$ cat src/rtl/dcache_pkg.sv
// rtl/dcache_pkg.sv - shared types and big-endian byte-lane helpers for data_cache
package dcache_pkg;

    // Access size decoded from func3
    typedef enum logic [1:0] {
        SZ_BYTE,
        SZ_HALF,
        SZ_WORD
    } size_e;

    // Cache controller states
    typedef enum logic [1:0] {
        IDLE,
        FILL,
        WRITE
    } state_e;

    // func3 -> access size; unknown encodings behave as a word access
    function automatic size_e f3_size(input logic [2:0] f3);
        case (f3)
            3'b000, 3'b100: f3_size = SZ_BYTE;
            3'b001, 3'b101: f3_size = SZ_HALF;
            default:        f3_size = SZ_WORD;
        endcase
    endfunction

    // Only lb and lh sign-extend
    function automatic logic f3_signed(input logic [2:0] f3);
        f3_signed = (f3 == 3'b000) || (f3 == 3'b001);
    endfunction

    // Byte enables, bit3 = byte at offset 0 (bits [31:24])
    function automatic logic [3:0] lane_be(input size_e sz, input logic [1:0] off);
        case (sz)
            SZ_BYTE: begin
                case (off)
                    2'd0:    lane_be = 4'b1000;
                    2'd1:    lane_be = 4'b0100;
                    2'd2:    lane_be = 4'b0010;
                    default: lane_be = 4'b0001;
                endcase
            end
            SZ_HALF: lane_be = off[1] ? 4'b0011 : 4'b1100;
            default: lane_be = 4'b1111;
        endcase
    endfunction

    // Store data replicated across lanes so every enabled lane sees the right bytes
    function automatic logic [31:0] lane_wdata(input size_e sz, input logic [31:0] din);
        case (sz)
            SZ_BYTE: lane_wdata = {4{din[7:0]}};
            SZ_HALF: lane_wdata = {2{din[15:0]}};
            default: lane_wdata = din;
        endcase
    endfunction

    // Replace only the enabled bytes of a stored word
    function automatic logic [31:0] lane_merge(input logic [31:0] old_w,
                                               input logic [31:0] new_w,
                                               input logic [3:0]  be);
        lane_merge = old_w;
        for (int i = 0; i < 4; i++) begin
            if (be[i]) lane_merge[i*8 +: 8] = new_w[i*8 +: 8];
        end
    endfunction

endpackage

$ cat src/rtl/dcache_lane.sv
// rtl/dcache_lane.sv - combinational load extraction with sign/zero extension
module dcache_lane
    import dcache_pkg::*;
(
    input  logic [31:0] word,
    input  logic [1:0]  off,
    input  logic [2:0]  func3,
    output logic [31:0] dout
);

    size_e       sz;
    logic        sgn;
    logic [7:0]  b;
    logic [15:0] h;

    // Pick the addressed byte/halfword (big-endian) and extend it
    always_comb begin
        sz  = f3_size(func3);
        sgn = f3_signed(func3);
        case (off)
            2'd0:    b = word[31:24];
            2'd1:    b = word[23:16];
            2'd2:    b = word[15:8];
            default: b = word[7:0];
        endcase
        h = off[1] ? word[15:0] : word[31:16];
        case (sz)
            SZ_BYTE: dout = {{24{sgn & b[7]}}, b};
            SZ_HALF: dout = {{16{sgn & h[15]}}, h};
            default: dout = word;
        endcase
    end

endmodule

$ cat src/rtl/data_cache.sv
// rtl/data_cache.sv - direct-mapped write-through data cache; DCACHE_STATS_EN adds hit/miss counters
module data_cache
    import dcache_pkg::*;
#(
    parameter int WA        = 32,
    parameter int WD        = 32,
    parameter int SETS_LOG2 = 4
) (
    input  logic          clk,
    input  logic          rst,
    input  logic [WA-1:0] Ad,
    input  logic          RamRead,
    input  logic          RamWrite,
    input  logic [2:0]    func3,
    input  logic [WD-1:0] DIn,
    output logic [WD-1:0] DOut,
    output logic          Stall,
    output logic          MemReq,
    output logic          MemWe,
    output logic [WA-1:0] MemAd,
    output logic [WD-1:0] MemWData,
    output logic [3:0]    MemByteEn,
    input  logic [WD-1:0] MemRData,
    input  logic          MemAck,
    output logic [31:0]   HitCount,
    output logic [31:0]   MissCount
);

    localparam int SETS = 1 << SETS_LOG2;
    localparam int TW   = WA - SETS_LOG2 - 2;

    state_e state_q, state_d;

    logic [WA-1:0] ad_q;
    logic [WD-1:0] din_q;
    logic [2:0]    f3_q;

    logic [TW-1:0] tag_mem  [SETS];
    logic [WD-1:0] data_mem [SETS];
    logic [SETS-1:0] valid_q;

    logic [SETS_LOG2-1:0] idx, q_idx;
    logic [TW-1:0]        tag, q_tag;
    logic                 hit, q_hit;

    logic [WD-1:0] lane_word, lane_dout;
    logic [1:0]    lane_off;
    logic [2:0]    lane_f3;

    logic fill_we, store_we, hit_evt, miss_evt;

    assign idx   = Ad[SETS_LOG2+1:2];
    assign tag   = Ad[WA-1:SETS_LOG2+2];
    assign q_idx = ad_q[SETS_LOG2+1:2];
    assign q_tag = ad_q[WA-1:SETS_LOG2+2];
    assign hit   = valid_q[idx] && (tag_mem[idx] == tag);
    assign q_hit = valid_q[q_idx] && (tag_mem[q_idx] == q_tag);

    // One extractor serves both hit data and fill data; FILL uses the latched request
    assign lane_word = (state_q == FILL) ? MemRData : data_mem[idx];
    assign lane_off  = (state_q == FILL) ? ad_q[1:0] : Ad[1:0];
    assign lane_f3   = (state_q == FILL) ? f3_q : func3;

    dcache_lane u_lane (
        .word  (lane_word),
        .off   (lane_off),
        .func3 (lane_f3),
        .dout  (lane_dout)
    );

    // Next-state and output decode; memory side is driven only from latched request
    always_comb begin
        state_d   = state_q;
        Stall     = 1'b0;
        DOut      = '0;
        MemReq    = 1'b0;
        MemWe     = 1'b0;
        MemAd     = '0;
        MemWData  = '0;
        MemByteEn = 4'b0000;
        fill_we   = 1'b0;
        store_we  = 1'b0;
        hit_evt   = 1'b0;
        miss_evt  = 1'b0;
        case (state_q)
            IDLE: begin
                if (RamWrite) begin
                    Stall   = 1'b1;
                    state_d = WRITE;
                end else if (RamRead) begin
                    if (hit) begin
                        DOut    = lane_dout;
                        hit_evt = 1'b1;
                    end else begin
                        Stall    = 1'b1;
                        state_d  = FILL;
                        miss_evt = 1'b1;
                    end
                end
            end
            FILL: begin
                MemReq = 1'b1;
                MemAd  = {ad_q[WA-1:2], 2'b00};
                if (MemAck) begin
                    DOut    = lane_dout;
                    fill_we = 1'b1;
                    state_d = IDLE;
                end else begin
                    Stall = 1'b1;
                end
            end
            WRITE: begin
                MemReq    = 1'b1;
                MemWe     = 1'b1;
                MemAd     = {ad_q[WA-1:2], 2'b00};
                MemByteEn = lane_be(f3_size(f3_q), ad_q[1:0]);
                MemWData  = lane_wdata(f3_size(f3_q), din_q);
                if (MemAck) begin
                    store_we = q_hit;
                    state_d  = IDLE;
                end else begin
                    Stall = 1'b1;
                end
            end
            default: state_d = IDLE;
        endcase
    end

    // State register
    always_ff @(posedge clk) begin
        if (rst) state_q <= IDLE;
        else     state_q <= state_d;
    end

    // Request latch: sampled while idle so the memory side stays stable during a transfer
    always_ff @(posedge clk) begin
        if (state_q == IDLE) begin
            ad_q  <= Ad;
            din_q <= DIn;
            f3_q  <= func3;
        end
    end

    // Valid bits; reset wins over a fill acked in the same cycle
    always_ff @(posedge clk) begin
        if (rst)          valid_q        <= '0;
        else if (fill_we) valid_q[q_idx] <= 1'b1;
    end

    // Line data and tags, never reset; stores update only lines already present
    always_ff @(posedge clk) begin
        if (!rst) begin
            if (fill_we) begin
                data_mem[q_idx] <= MemRData;
                tag_mem[q_idx]  <= q_tag;
            end else if (store_we) begin
                data_mem[q_idx] <= lane_merge(data_mem[q_idx], MemWData, MemByteEn);
            end
        end
    end

`ifdef DCACHE_STATS_EN
    logic [31:0] hit_cnt_q, miss_cnt_q;

    // Saturating hit/miss statistics
    always_ff @(posedge clk) begin
        if (rst) begin
            hit_cnt_q  <= '0;
            miss_cnt_q <= '0;
        end else begin
            if (hit_evt && hit_cnt_q != 32'hFFFF_FFFF)   hit_cnt_q  <= hit_cnt_q + 32'd1;
            if (miss_evt && miss_cnt_q != 32'hFFFF_FFFF) miss_cnt_q <= miss_cnt_q + 32'd1;
        end
    end

    assign HitCount  = hit_cnt_q;
    assign MissCount = miss_cnt_q;
`else
    assign HitCount  = 32'd0;
    assign MissCount = 32'd0;
`endif

endmodule
$ cat config.mk
export PLATFORM = sky130hd
export DESIGN_NAME = data_cache
export DESIGN_NICKNAME = d
export VERILOG_FILES = /design/src/rtl/dcache_pkg.sv /design/src/rtl/dcache_lane.sv /design/src/rtl/data_cache.sv
export SDC_FILE = /design/constraint.sdc
export NUM_CORES = 1
export LEC_CHECK = 0
export ABC_CLOCK_PERIOD_IN_PS = 5500
export CORE_MARGIN = 3
export CORE_UTILIZATION = 62
export CTS_BUF_LIST = sky130_fd_sc_hd__clkbuf_8
export CTS_CLUSTER_SIZE = 30
export DETAILED_ROUTE_END_ITERATION = 6
export PLACE_DENSITY = 0.82
export SLEW_MARGIN = 5
export SYNTH_ARGS = -nofsm -noshare
export SYNTH_HDL_FRONTEND = slang
export SYNTH_SLANG_ARGS = --single-unit
$ cat constraint.sdc
create_clock -name clk -period 5.5 [get_ports clk]
set_input_delay 0.55 -clock clk [delete_from_list [all_inputs] [get_ports clk]]
set_output_delay 0.55 -clock clk [all_outputs]
set_load 0.005 [all_outputs]
### Yosys cells after proc, flatten, opt, wreduce, memory -nomap -nowiden

Memories as Yosys holds them, arrays and structs flattened. A register that Yosys moved wholly into a read port is not among the register bits.
Index checks and enable logic that the tools add are counted.

* register bits after elaboration: 85
* bits in writable memories: 928
* memories: 2

* order comparisons: 3
* eq/ne operators: 23
* mux-type cells: 71
* bitwise operators: 7
* reductions and logical operators: 21

Memories
* data_mem: words 16, bits a word 32, rd ports 1, clocked after memory_dff 0, write ports 1, RTL line data_cache.sv:39 `logic [WD-1:0] data_mem [SETS];`
* tag_mem: words 16, bits a word 26, rd ports 2, clocked after memory_dff 1, write ports 1, RTL line data_cache.sv:38 `logic [TW-1:0] tag_mem [SETS];`

Operators by type and width (count)
* two-way mux 32 bit: 7
* case mux 32 bit (2 select lines): 3
* two-way mux 8 bit: 20
* == test 26 bit: 2
* case mux 8 bit (3 select lines): 1
* two-way mux 1 bit: 20
* two-way mux 16 bit: 1
* != test 4 bit (second input constant): 4
* OR 16 bit: 1
* == test 3 bit (second input constant): 4
* two-way mux 2 bit: 6
* two-way mux 4 bit: 3
* case mux 2 bit (2 select lines): 3
* case mux 4 bit (3 select lines): 1
* == test 2 x 1 -> 1 bit (second input constant): 5
* logical NOT 2 bit: 5
* < comparator 4 x 5 -> 1 bit (second input constant): 2
* OR reduction 2 bit: 5
* binary-select mux 1 bit (select 4 bit): 2
* case mux 4 bit (2 select lines): 1
* AND reduction 2 bit: 4
* == test 2 bit (second input constant): 3
* == test 3 x 1 -> 1 bit (second input constant): 2
* logical NOT 3 bit: 2
* other kinds (11): 18

### Longest topological paths before layout

Gate-level depths: netlist (run 1).

* depth after elaboration: 12
* mapped depth: 15
* mapped depth without buffers: 9

### Modules after synthesis

From an unflattened synthesis (run 1), not the netlist that was laid out.

* cells, all modules: 2498
* area total of the unflattened synthesis: 46139.3 sq um

By module, submodules not included
* data_cache: times used 1, cells an instance 2404, area each 45497.4 sq um, seq. area each 30319.1 sq um
* dcache_lane: times used 1, cells an instance 94, area each 641.9 sq um, seq. area each 0.0 sq um

### Worst setup path after synthesis (run 1)

Ideal clock, no wire load.

* path kind: input to output
* start: input port Ad[2]
* end: output port DOut[2]
* arrival: 3.846 ns
* required time: 4.950 ns
* path slack: 1.104 ns
* stages: 13
* path through: clkbuf_1 buf_2 buf_4 buf_4 buf_2 buf_2 buf_1 mux4_2 mux4_2 mux2i_1 o22ai_1 a21oi_1 nor2_1

* longest elaborated chain between the ends: 8
* elaborated cells between the ends (all ways): 15

Ends and longest elaborated chain
* from (decl): RTL line data_cache.sv:11 `input logic [WA-1:0] Ad,`
* memory (16 x 32 bit)
* two-way mux 32 bit: RTL line data_cache.sv:60 `assign lane_word = (state_q == FILL) ? MemRData : data_mem[idx];`
* case mux 8 bit (3 select lines) or two-way mux 16 bit (tied branches): RTL line dcache_lane.sv:20, dcache_lane.sv:26
* case mux 32 bit (2 select lines): RTL line dcache_lane.sv:27 `case (sz)`
* two-way mux 32 bit: RTL line data_cache.sv:91 `if (hit) begin`
* two-way mux 32 bit: RTL line data_cache.sv:90 `end else if (RamRead) begin`
* two-way mux 32 bit: RTL line data_cache.sv:87 `if (RamWrite) begin`
* case mux 32 bit (2 select lines) *: RTL line data_cache.sv:85 `case (state_q)`
* to (decl): RTL line data_cache.sv:16 `output logic [WD-1:0] DOut,`

Mark *: on every way between the ends. The rest lies on a longest branch, timed or not. The select of a mux whose other input is x is not followed.

==> metrics.md, run 1 <==
| Metric | Value |
|---|---|
| Reg power frac | `roughly half` |
| Longest Clk Path Bufs | `3` |
| Fin crit share | `98.5%` |
| Sw Pwr | `4.31 mW` |
| H-tree depth | `4` |
| Die X | `between 200 and 300 um` |
| Clock Skew | `40.8 ps` |
| Placer Congestion | `roughly 0.97` |
| Cts hold-fix bufs | `0` |
| I/O Buffers | `204` |
| Met3 usage | `7.52%` |
| Total negative setup slack | `0 ps` |
| Initial Utilization | `63.1%` |
| Final hold violation count | `0` |
| GRT Total Usage | `31.8%` |
| Initial antenna violation count | `2` |
| Vias/cell | `6.85` |
| Post-synth EDFFs | `995` |
| Pwr Density | `327 nW/um^2` |
| Ys Warns | `0` |
| Peak supply drop | `268 uV` |
| R2R Setup Slk | `450 ps` |
| Fraction of layout instances using a drive strength above 1 | `between 20 and 30%` |
| I/O pin cnt | `271` |
| Pin count of the biggest net entering global routing | `94` |
| Placed insts | `3,537` |
| CP Capture Type | `output port` |
| Status | `finished, violations left` |
| Worst-path maximum fanout | `5` |
| Synth area leaders | `edfxtp_1, mux4_2, mux2i_1, buf_4, dfxtp_1` |
| Final cell count without fillers | `3,831` |
| Synthesized netlist cell count | `2,391` |
| Maximum capacitance violations | `0` |
| RSZ-0062 raised after global routing | `yes` |
| Routed WL | `121 mm` |
| Worst r2r dst | `data_mem[0][8]` |
| Area leader, netlist | `edfxtp_1` |
| Hold Path Stages | `1` |
| Worst min path class | `in -> reg` |
| Flops & latches, synth | `1,017` |
| Hold EP | `din_q[3]` |
| Critical path type | `reg -> out` |
| Worst path arrival time | `4870 ps` |
| Sequential area share after synthesis | `66.5%` |
| CP required | `4950 ps` |
| DR WL/cell | `31.7 um` |
| Mean Syn Cell Area | `19.1 sq um` |
| Hold_ws | `266 ps` |
| DP HPWL | `a little under 80 mm` |
| Max Freq | `around 180 MHz` |
| CTS tree | `built` |
| Global routing's busiest layer | `met2` |
| Asr flop ratio synth | `0%` |
| Met2 Use GR | `51.1%` |
| FF-to-FF path depth | `12` |
| Die span in y | `277 um` |
| Setup violators final | `0` |
| Met1 usage | `42.4%` |
| Final min period | `5420 ps` |
| Worst setup SP type | `flop` |
| Clock transition at path regs | `60 ps` |
| Comb power frac | `roughly 11%` |
| Final Net Count | `2,864` |
| Violated checks | `design-rule violations` |
| Switching part of the total power | `25.1%` |
| Core ar. | `slightly above 70,000 sq um` |
| Yosys cell types | `63` |
| Vias in the first global route | `26,800` |
| Internal power | `roughly 13 mW` |
| Drt first pass iters | `7` |
| # DRC | `2` |
| Synth Cell Area | `45,600 sq um` |
| Top cell type's share of synthesized area | `between 60% and 70%` |
| Antenna-violating nets left | `0` |
| Std-Cell Rows | `98` |
| Worst-Margin Slew | `~1300 ps` |
| DRT iter0 DRCs | `3,401` |
| Ys flop type | `edfxtp_1` |
| Leakage | `17.4 nW` |
| Worst skew pair latency | `840 ps` |
| Max-slew violation total from the final report | `0` |
| First-pass GRT wire length | `approximately 180 mm` |
| Top cells by count, synth | `edfxtp_1, mux4_2, mux2i_1` |
| Clock sinks | `1,017` |
| Root Buffer | `clkbuf_8` |
| Die area | `roughly 77,000 sq um` |
| Min-delay src | `DIn[3]` |
| Area grow syn2layout | `15.4%` |
| Most frequent cell after synthesis | `edfxtp_1` |
| Post-route core utilization | `72.9%` |
| DR vias | `~26,000` |
| Slew headroom | `around 16%` |
| Grt total ovfl | `0` |
| Num CTS Buffers | `160` |
| Clock network power share | `37.0%` |
-- layout by cell type, fill, tap and decap left out, types with 15 or more instances in the layout --
master,n
nand2_1,58
inv_1,57
and2_1,51
clkbuf_8,170
mux2i_1,173
mux4_2,363
mux2_2,33
a22oi_1,19
conb_1,66
o21ai_0,25
xnor2_1,20
edfxtp_1,995
clkinv_1,38
nor2b_1,23
buf_4,136
a21oi_1,20
nand3_1,15
o22ai_1,27
clkinv_2,18
nor2_4,17
nor2_1,87
dfxtp_1,18
clkdlybuf4s50_1,193
xor2_1,36
-- final cells by class --
type	count	area (sq um)
sequential	1017	30300
fill	4090	19600
multi-input combinational	1200	14500
timing repair buffer	353	3360
clock buffer	169	2330
tap	950	1190
clock inverter	117	831
inverter	24	91.3
antenna	1	2.50
-- timing repair --
| item | in CTS | in global routing |
|---|---|---|
| setup endpoints to repair | 21 | 19 |
| setup buffers | 1 | 5 |
| pin swaps | 1 | 3 |
| gates cloned | 0 | 2 |
| gates resized for setup | 13 | 33 |
| hold endpoints to repair | 0 | 0 |
-- power by group through the flow --
stage	clock network (mW)	logic, mW	registers [mW]
floorplan	0	1.28	8.91
global placement	0	1.85	9.05
detailed placement	0	1.88	9.06
CTS	6.43	1.90	8.90
global route	6.81	2.03	8.92
finish	6.36	1.95	8.90
-- critical path, cell delays in order (launching register included) --
cell             delay, ps
edfxtp_1               440
mux4_2                 490
mux4_2                 530
xor2_4                 200
a2111oi_4              190
buf_4                  160
nand3_1                 90
nor4_2                 290
buf_4                  230
a32oi_4                180
clkbuf_16              240
a2111oi_1              380
clkdlybuf4s50_1        580
-- kinds of logic after synthesis --
logic type               synth area share [%]
AND/OR/NAND/NOR                          3.72
adder cells (fa/ha/maj)                 0.110
AO/OA/AOI/OAI                            2.73
multiplexers                             22.9
buffers and inverters                    2.91
other                                 0.00822
XOR/XNOR                                 1.09
flip-flops                               66.5
-- per-layer routing --
metal	part of all wire, %	wire [um]
met4	4.6	5630
met2	49	59100
met3	11	13100
met1	36	43400
met5	0	0
-- through the flow --
stage               area (sq um)  total power, mW  setup WS [ps]
CTS                        52400             17.2           3.36
global placement           49200             10.9            138
detailed placement         49200             10.9           35.0
finish                     52600             17.2           79.9
global route               52600             17.8          -73.6
floorplan                  45800             10.2           1100
-- sequential cells by signal, summed over array words and instances, names as in the netlist, named ones only --
name	cells
data_mem	512
state_q	2
ad_q	32
tag_mem	416
f3_q	3
valid_q	16
din_q	32
-- worst max path at each step --
stage / start / end / depth (start not counted)
after floorplan: Ad[2] / DOut[2] / 13
after global placement: Ad[2] / DOut[28] / 13
after detailed placement: Ad[2] / DOut[27] / 15
after CTS: tag_mem[9][9] / DOut[31] / 13
after global routing: tag_mem[11][9] / DOut[15] / 13
final: tag_mem[11][9] / DOut[30] / 12
Note: power is estimated with default switching activity, not from simulation.
==> run 2, diff against run 1 <==
--- a/config.mk
+++ b/config.mk
@@ -6,7 +6,6 @@
 export NUM_CORES = 1
 export LEC_CHECK = 0
 export ABC_CLOCK_PERIOD_IN_PS = 5500
-export CORE_MARGIN = 3
 export CORE_UTILIZATION = 62
 export CTS_BUF_LIST = sky130_fd_sc_hd__clkbuf_8
 export CTS_CLUSTER_SIZE = 30
==> run 2 against run 1 <==
  * The flow now finishes without violations
  * Cell area down 0.97%
  * Power fell by 3.2%
  * Clock power is 8.2% lower
  * Sequential power barely moved
==> metrics.md, run 2 (synthesized netlist as in run 1, its figures left out) <==
| Metric | Value |
|---|---|
| Status | `complete, no violations` |
| Routed WL | `roughly 120 mm` |
| Hold EP | `din_q[8]` |
| Worst path arrival time | `4860 ps` |
| Area grow syn2layout | `14.3%` |
| Std-Cell Rows | `99` |
| Worst min path class | `in -> reg` |
| DR WL/cell | `31.4 um` |
| Grt total ovfl | `0` |
| Met1 WL | `43.0 mm` |
| Slowest cell on the critical path | `clkdlybuf4s50_1` |
| Worst r2r dst | `data_mem[5][15]` |
| Initial antenna violation count | `2` |
| Core ar. | `72,800 sq um` |
| WP buf/inv | `3` |
| Pin count of the biggest net entering global routing | `129` |
| Initial Utilization | `between 60 and 70%` |
| Max reg flops | `512` |
| Leakage | `about 17 nW` |
| DR vias | `26,000` |
| Die span in y | `273 um` |
| DP HPWL | `79.8 mm` |
| CP cell instances | `mux4_2, mux4_2, xor2_1, a2111oi_2, nand3_1, nor4_4, buf_4, a32oi_2, buf_12, a2111oi_2, clkdlybuf4s50_1` |
| Vias in the first global route | `about 26,000` |
| Met2 Wirelength | `58.0 mm` |
| Clock transition at path regs | `70 ps` |
| First-pass GRT wire length | `about 170 mm` |
| DRT iter0 DRCs | `2,910` |
| Hold Path Stages | `1` |
| Num CTS Buffers | `between 150 and 200` |
| Pwr Density | `320 nW/um^2` |
| Area of the multi-input gates | `14,500 sq um` |
| Peak supply drop | `224 uV` |
| CP required | `4950 ps` |
| Total negative setup slack | `0 ps` |
| Max Freq | `185 MHz` |
| Root Buffer | `clkbuf_8` |
| Worst-Margin Slew | `1340 ps` |
| Final Net Count | `2,847` |
| Wire length on met3 | `12.6 mm` |
| H-tree depth | `4` |
| Clock sinks | `1,017` |
| Final min period | `5410 ps` |
| FF-to-FF path depth | `12` |
| Max-slew violation total from the final report | `0` |
| Commonest cells after routing, fill and taps aside | `edfxtp_1, mux4_2, clkdlybuf4s50_1, mux2i_1, clkbuf_8` |
| Filler Cell Count | `4,262` |
| Final hold violation count | `0` |
| Worst setup SP type | `flop` |
| Setup violators final | `0` |
| Placed insts | `3,537` |
| CP top delay family | `buffers and inverters` |
| Worst-path maximum fanout | `32` |
| Maximum capacitance violations | `0` |
| Placed cell area | `about 50,000 sq um` |
| CP Capture Type | `output port` |
| Commonest non-fill, non-tap cell in the layout | `edfxtp_1` |
| Vias/cell | `6.82` |
| Min-delay src | `DIn[8]` |
| Post_cts resized | `11` |
| Antenna-violating nets left | `0` |
| Clock Skew | `49.2 ps` |
| Slew headroom | `10.7%` |
| Critical path type | `reg -> out` |
| Post-route core utilization | `71.6%` |
| Worst skew pair latency | `about 840 ps` |
| Hold_ws | `about 260 ps` |
| Highest metal used | `met4` |
| Register area | `about 30,000 sq um` |
| Die area | `~75,000 sq um` |
| Post-CTS Setup Bufs | `0` |
| RSZ-0062 raised after global routing | `no` |
| Final cell count without fillers | `3,813` |
| Final Instance Area | `52,100 sq um` |
| Top flop regs | `data_mem: 512 flops, tag_mem: 416 flops` |
| I/O Buffers | `about 200` |
| Drt first pass iters | `6` |
| Most flop-heavy register | `data_mem` |
| Cts hold-fix bufs | `0` |
| Fraction of layout instances using a drive strength above 1 | `28.3%` |
| Longest Clk Path Bufs | `3` |
| R2R Setup Slk | `390 ps` |
| Placer Congestion | `0.958` |
| GRT Total Usage | `roughly 33%` |
| I/O pin cnt | `271` |
| Fin crit share | `98.4%` |
| Die X | `273 um` |
| CTS tree | `built` |
| # DRC | `0` |
| Highest cell delay on the worst timing path | `around 580 ps` |
[run 2: cell types whose count changed in the layout (fill, tap and decap cells not counted), moves of 4 or more]
cell and delta:
a2111oi_1 -5, bufinv_16 -8, clkinv_1 -8, clkbuf_8 -4, dlymetal6s2s_1 -7, a2111oi_2 +7
clkdlybuf4s50_1 +7, inv_1 +16, buf_4 -13
[run 2: how the worst max path moves through the flow]
stage	start	to	slack (ps)	cells after the start
after floorplan	Ad[2]	DOut[2]	1100	13
after global placement	Ad[2]	DOut[23]	230	14
after detailed placement	Ad[2]	DOut[20]	-200	14
after CTS	tag_mem[2][9]	DOut[18]	-3	11
after global routing	Ad[2]	DOut[20]	2	13
final	tag_mem[2][9]	DOut[21]	90	11
[run 2: layer usage]
layer / vias up / GRT usage (%)
li1: 10500 / -
met1: 13300 / 43.0
met2: 1851 / 51.8
met3: 363 / 7.32
met4: 0 / 16.3
met5: - / 0
[run 2: power breakdown]
part | internal (mW) | switching [mW] | total, mW
sequential | 8.67 | 0.237 | 8.91
combinational | 0.882 | 1.04 | 1.92
clock | 2.88 | 2.96 | 5.84
[run 2: through the flow]
stage | power (mW) | setup WS, ps
finish | 16.7 | 87.1
global route | 17.1 | 2.23
CTS | 16.7 | -3.21
detailed placement | 10.9 | -196
global placement | 10.9 | 231
floorplan | 10.2 | 1100
[run 2: cell type report]
type	count	share of cell area, %
Inverter	24	0.175
Antenna cell	1	0.00480
Clock buffer	164	4.33
Sequential cell	1017	58.2
Clock inverter	111	1.13
Tap cell	959	2.30
Timing Repair Buffer	337	6.09
Multi-Input combinational cell	1200	27.8
